File: src/rtl/corr_pkg.sv
// Shared types and default sizing for the correlation sequencing controller.
package corr_pkg;

  typedef enum logic [1:0] {IDLE, RUN, DRAIN} state_e;

  localparam int PHASE_W_DEF  = 32;
  localparam int DATA_W_DEF   = 32;
  localparam int ACC_W_DEF    = 48;
  localparam int CODE_LEN_DEF = 1023;
  localparam int SPC_DEF      = 4;

  // Counter width that never collapses to zero bits for tiny parameter sets.
  function automatic int clog2_min1(input int n);
    return (n > 1) ? $clog2(n) : 1;
  endfunction

  localparam int INT_LEN_DEF = CODE_LEN_DEF * SPC_DEF;
  localparam int CHIP_W_DEF  = clog2_min1(CODE_LEN_DEF);

endpackage

File: src/rtl/corr_nco.sv
// Phase accumulator with clear and enable; wraps naturally at 2^W.
module corr_nco
  import corr_pkg::*;
#(
  parameter int W = PHASE_W_DEF
) (
  input  logic         clk,
  input  logic         reset,
  input  logic         clr,
  input  logic         en,
  input  logic [W-1:0] fcw,
  output logic [W-1:0] phase
);

  logic [W-1:0] phase_q, phase_d;

  always_comb begin
    phase_d = phase_q;
    if (clr)     phase_d = '0;
    else if (en) phase_d = phase_q + fcw;
  end

  always_ff @(posedge clk) begin
    if (!reset) phase_q <= '0;
    else        phase_q <= phase_d;
  end

  assign phase = phase_q;

endmodule

File: src/rtl/corr_ctrl.sv
// Correlation sequencer: carrier NCO, chip pacing, epoch integrate-and-dump
// with a valid/ready output and sticky overrun flag.
module corr_ctrl
  import corr_pkg::*;
#(
  parameter int PHASE_W          = PHASE_W_DEF,
  parameter int DATA_W           = DATA_W_DEF,
  parameter int ACC_W            = ACC_W_DEF,
  parameter int CODE_LEN         = CODE_LEN_DEF,
  parameter int SAMPLES_PER_CHIP = SPC_DEF
) (
  input  logic                                  clk,
  input  logic                                  reset,
  input  logic                                  start,
  input  logic                                  stop,
  input  logic [PHASE_W-1:0]                    carr_fcw,
  input  logic                                  sample_valid,
  input  logic signed [DATA_W-1:0]              i_in,
  input  logic signed [DATA_W-1:0]              q_in,
  output logic [PHASE_W-1:0]                    carr_phase,
  output logic                                  code_adv,
  output logic [clog2_min1(CODE_LEN)-1:0]       chip_idx,
  output logic                                  epoch,
  output logic                                  dump_valid,
  input  logic                                  dump_ready,
  output logic signed [ACC_W-1:0]               dump_i,
  output logic signed [ACC_W-1:0]               dump_q,
  output logic                                  busy,
  output logic                                  overrun
);

  localparam int INT_LEN = CODE_LEN * SAMPLES_PER_CHIP;
  localparam int CHIP_W  = clog2_min1(CODE_LEN);
  localparam int SPC_W   = clog2_min1(SAMPLES_PER_CHIP);
  localparam int SCNT_W  = clog2_min1(INT_LEN);

  state_e                   state_q, state_d;
  logic [PHASE_W-1:0]       fcw_q, fcw_d;
  logic [SPC_W-1:0]         spc_cnt_q, spc_cnt_d;
  logic [CHIP_W-1:0]        chip_idx_q, chip_idx_d;
  logic                     code_adv_q, code_adv_d;
  logic                     epoch_q, epoch_d;
  logic                     prod_v_q, prod_v_d;
  logic [SCNT_W-1:0]        s_cnt_q, s_cnt_d;
  logic signed [ACC_W-1:0]  acc_i_q, acc_i_d, acc_q_q, acc_q_d;
  logic signed [ACC_W-1:0]  dump_i_q, dump_i_d, dump_q_q, dump_q_d;
  logic                     dump_valid_q, dump_valid_d;
  logic                     overrun_q, overrun_d;

  logic                     start_go, run_go, adv;
  logic signed [ACC_W-1:0]  sum_i, sum_q;

  assign start_go = (state_q == IDLE) && start && !stop;
  assign run_go   = (state_q == RUN) && !stop;
  assign adv      = run_go && sample_valid;
  assign sum_i    = acc_i_q + {{(ACC_W-DATA_W){i_in[DATA_W-1]}}, i_in};
  assign sum_q    = acc_q_q + {{(ACC_W-DATA_W){q_in[DATA_W-1]}}, q_in};

  always_comb begin
    state_d      = state_q;
    fcw_d        = fcw_q;
    spc_cnt_d    = spc_cnt_q;
    chip_idx_d   = chip_idx_q;
    code_adv_d   = 1'b0;
    epoch_d      = 1'b0;
    prod_v_d     = sample_valid && (state_q == RUN);
    s_cnt_d      = s_cnt_q;
    acc_i_d      = acc_i_q;
    acc_q_d      = acc_q_q;
    dump_i_d     = dump_i_q;
    dump_q_d     = dump_q_q;
    dump_valid_d = dump_valid_q;
    overrun_d    = overrun_q;

    if (dump_valid_q && dump_ready) dump_valid_d = 1'b0;

    case (state_q)
      IDLE: begin
        if (start_go) begin
          state_d    = RUN;
          fcw_d      = carr_fcw;
          spc_cnt_d  = '0;
          chip_idx_d = '0;
          s_cnt_d    = '0;
          acc_i_d    = '0;
          acc_q_d    = '0;
          overrun_d  = 1'b0;
        end
      end
      RUN: begin
        if (stop) begin
          state_d = DRAIN;
          s_cnt_d = '0;
          acc_i_d = '0;
          acc_q_d = '0;
        end
      end
      DRAIN: begin
        // The product of the stop-cycle sample arrives here and is dropped.
        state_d = IDLE;
        s_cnt_d = '0;
        acc_i_d = '0;
        acc_q_d = '0;
      end
      default: state_d = IDLE;
    endcase

    if (adv) begin
      if (spc_cnt_q == SPC_W'(SAMPLES_PER_CHIP-1)) begin
        spc_cnt_d  = '0;
        code_adv_d = 1'b1;
        if (chip_idx_q == CHIP_W'(CODE_LEN-1)) begin
          chip_idx_d = '0;
          epoch_d    = 1'b1;
        end else begin
          chip_idx_d = chip_idx_q + CHIP_W'(1);
        end
      end else begin
        spc_cnt_d = spc_cnt_q + SPC_W'(1);
      end
    end

    // ACC_W must cover DATA_W + clog2(INT_LEN) so an epoch sum cannot wrap.
    if (run_go && prod_v_q) begin
      if (s_cnt_q == SCNT_W'(INT_LEN-1)) begin
        if (dump_valid_q && !dump_ready) overrun_d = 1'b1;
        dump_i_d     = sum_i;
        dump_q_d     = sum_q;
        dump_valid_d = 1'b1;
        acc_i_d      = '0;
        acc_q_d      = '0;
        s_cnt_d      = '0;
      end else begin
        acc_i_d = sum_i;
        acc_q_d = sum_q;
        s_cnt_d = s_cnt_q + SCNT_W'(1);
      end
    end
  end

  always_ff @(posedge clk) begin
    if (!reset) begin
      state_q      <= IDLE;
      fcw_q        <= '0;
      spc_cnt_q    <= '0;
      chip_idx_q   <= '0;
      code_adv_q   <= 1'b0;
      epoch_q      <= 1'b0;
      prod_v_q     <= 1'b0;
      s_cnt_q      <= '0;
      acc_i_q      <= '0;
      acc_q_q      <= '0;
      dump_i_q     <= '0;
      dump_q_q     <= '0;
      dump_valid_q <= 1'b0;
      overrun_q    <= 1'b0;
    end else begin
      state_q      <= state_d;
      fcw_q        <= fcw_d;
      spc_cnt_q    <= spc_cnt_d;
      chip_idx_q   <= chip_idx_d;
      code_adv_q   <= code_adv_d;
      epoch_q      <= epoch_d;
      prod_v_q     <= prod_v_d;
      s_cnt_q      <= s_cnt_d;
      acc_i_q      <= acc_i_d;
      acc_q_q      <= acc_q_d;
      dump_i_q     <= dump_i_d;
      dump_q_q     <= dump_q_d;
      dump_valid_q <= dump_valid_d;
      overrun_q    <= overrun_d;
    end
  end

  corr_nco #(.W(PHASE_W)) u_carr_nco (
    .clk   (clk),
    .reset (reset),
    .clr   (start_go),
    .en    (adv),
    .fcw   (fcw_q),
    .phase (carr_phase)
  );

  assign code_adv   = code_adv_q;
  assign chip_idx   = chip_idx_q;
  assign epoch      = epoch_q;
  assign dump_valid = dump_valid_q;
  assign dump_i     = dump_i_q;
  assign dump_q     = dump_q_q;
  assign busy       = (state_q != IDLE);
  assign overrun    = overrun_q;

endmodule

File: config.mk
export PLATFORM = sky130hd
export DESIGN_NAME = corr_ctrl
export DESIGN_NICKNAME = d
export VERILOG_FILES = /design/src/rtl/corr_pkg.sv /design/src/rtl/corr_nco.sv /design/src/rtl/corr_ctrl.sv
export SDC_FILE = /design/constraint.sdc
export NUM_CORES = 1
export LEC_CHECK = 0
export ABC_AREA = 1
export CAP_MARGIN = 20
export CORE_MARGIN = 10
export CORE_UTILIZATION = 43
export DETAILED_ROUTE_END_ITERATION = 6
export GPL_TIMING_DRIVEN = 0
export SYNTH_ARGS = -nofsm -noshare
export SYNTH_HDL_FRONTEND = slang
export SYNTH_SLANG_ARGS = --single-unit
export TNS_END_PERCENT = 20
File: constraint.sdc
create_clock -name clk -period 4.9 [get_ports clk]
set_input_delay 0.735 -clock clk [delete_from_list [all_inputs] [get_ports clk]]
set_output_delay 0.735 -clock clk [all_outputs]
set_load 0.03 [all_outputs]
==> reports/metrics.yaml <==
yosys_warnings: 0
yosys_register_bits: 287
r2r_slack_ps: 2110
ctsResizeCount: 0
stdcell_count: 4654
synth_most_common_cell: "nand2_1"
power_mw: 5.62
htreeDepth: 2
wire_per_inst_um: 17.4
cts_setup_buffers: 0
synth_top_cell_area_share_pct: 27.1
fp-row-count: 81
fin_area_um2: 25700
yosys_most_used_dff: "dfxtp_1"
fillerInstances: 5337
cts_hold_buf: 0
ant_nets: 0
synthArstFlopShare_pct: 0
viasPerCell: 4.90
clk_pin_slew_ps: 60
drc_errors: 0
synthCells: 3678
synth_top_family_by_area: "simple AND/OR/NAND/NOR gates"
hold_viol_final: 0
antenna_found_initial: 5
synth_adder_area_share_pct: 7.88
via_count: 22800
end_kind: "flop"
post-dp-hpwl_um: 65900
finalCritPeriodShare_pct: 71.1
cts_made_buffers: 36
setup_slack_ps: 1420
insertion_delay_ps: 560
grt_pass1_wl_um: 122000
grt_overflow_total: 0
crit_fanout: 17
grt_setup_unrepaired: "no"
tns_ps: 0
syn_nets: 3912
areaGrowthSynthToFinish_pct: 20.9
grt_max_degree: 18
fmax_mhz: 287
synth_edf_count: 0
dp_slack_ps: 965
dieArea_um2: 58700
slew_viol_final: 0
finalCoreUtilization_pct: 52.5
grt_pass1_vias: 21100
placed_cells: 4586
wirelength_um: 80800
die_x_um: 242
syn_area_per_cell_um2: 5.77
synth_mux_area_share_pct: 0
p_leak_nw: 13.3
cts-root-buf: "clkbuf_16"
portBuffers: 244
clk_path_buf_depth: 3
drive_gt1_share_pct: 3.01
p_per_area_nw_per_um2: 219
first_pass_iters: 5
io_pins: 245
skew_ps: 20.8
synth_area_leaders: "dfxtp_1 27%, nand2_1 22%, inv_1 12%"
synth_compound_area_share_pct: 10.5
post_dp_cell_area_um2: 24500
start_util_pct: 43.5
ys_seq_area_share_pct: 27.1
min_period_ps: 3480
worstPathRequired_ps: 5360
outcome: "completed"
irDropWorstVdd_uv: 223
crit_type: "in2reg"
cts_sinks: 287
syn_area_um2: 21200
ys_types: 49
gp_congestion: 0.987
yosysTopAreaCell: "dfxtp_1"
die_y_um: 242
maxCapViolations: 0
crit_path_start_kind: "input port"
cp.arrival_ps: 3940
synthSimpleGateAreaFrac_pct: 38.6
synth_xor_area_share_pct: 2.23
grtUsageTotal_pct: 26.5
hold_class: "reg2reg"
tritoncts: "done"
setup_viol: 0
ys_top_cells_by_count: "1267 x nand2_1, 656 x inv_1, 493 x nor2_1"
slew_headroom_pct: 32.0
worstMarginPinSlew_ps: 1020
timing.hold.ws_ps: 466
coreArea_um2: 48800
final_nets: 4194
first_iter_violations: 1863
-- worst max-delay path, cell delays in order --
cell	delay [ps]
clkdlybuf4s50_1	900
ha_1	700
nand2_1	110
nor2_1	140
inv_1	100
nor3_1	430
nand3_1	280
nand3_1	170
nand2_1	80
nand2_1	100
nand2_1	70
nand2_1	60
inv_1	40
-- state kept, by name (all words and copies together) (netlist names) --
register	flops
code_adv	1
spc_cnt_q	2
dump_q	48
chip_idx	10
dump_valid	1
s_cnt_q	12
state_q	2
acc_i_q	48
fcw_q	32
prod_v_q	1
overrun	1
dump_i	48
u_carr_nco.phase	32
epoch	1
acc_q_q	48
-- routing by layer --
| layer | GRT usage (%) | wire (um) | vias up |
|---|---|---|---|
| li1 | - | - | 11900 |
| met1 | 35.6 | 36800 | 10100 |
| met2 | 41.3 | 34500 | 746 |
| met3 | 5.18 | 6600 | 116 |
| met4 | 9.89 | 2870 | 2 |
| met5 | 0 | 13 | - |
-- where the power goes --
group	switching [mW]	internal, mW	leakage, nW
Clock	1.11	1.51	0.570
Sequential	0.0199	2.36	2.32
Combinational	0.402	0.216	10.4
-- kinds of logic (layout without fill, tap and decap cells) --
family | after synthesis | after routing
AOI/OAI and AO/OA | 414 | 414
xor gates and xnor gates | 54 | 54
adders and majority gates | 132 | 132
buffers and inverters | 745 | 1053
DFF | 287 | 287
other | 0 | 4
and+or+nand+nor | 2046 | 2046
-- area by class of cell --
| type | instances | area (um^2) | share of cell area (%) |
|---|---|---|---|
| Sequential cell | 287 | 5750 | 22.4 |
| Timing Repair Buffer | 244 | 2440 | 9.52 |
| Tap cell | 664 | 831 | 3.24 |
| Antenna cell | 4 | 10.0 | 0.0390 |
| Multi-Input combinational cell | 2646 | 12600 | 49.0 |
| Inverter | 662 | 2490 | 9.69 |
| Buffer | 83 | 429 | 1.67 |
| Clock inverter | 13 | 86.3 | 0.336 |
| Clock buffer | 51 | 1060 | 4.13 |
-- placed cells by master, fill, tap and decap left out, types with 18 or more instances in the layout --
master and n:
a21oi_1 223, buf_2 22, clkbuf_1 47, clkbuf_16 38
clkdlybuf4s50_1 244, dfxtp_1 287, ha_1 129, inv_1 656
nand2_1 1267, nand3_1 178, nand4_1 30, nor2_1 493
nor3_1 19, o21ai_0 115, o21ai_1 18, xor2_1 46
-- path summary, 6_finish.rpt --
kind / startpoint / endpoint / depth (start not counted)
setup / recovery: q_in[31] / dump_q[34] / 13
hold / removal: acc_i_q[23] / acc_i_q[23] / 2
setup reg to reg: acc_q_q[0] / dump_q[32] / 15
hold reg to reg: acc_i_q[23] / acc_i_q[23] / 2
Power figures use the tool's default switching activity.
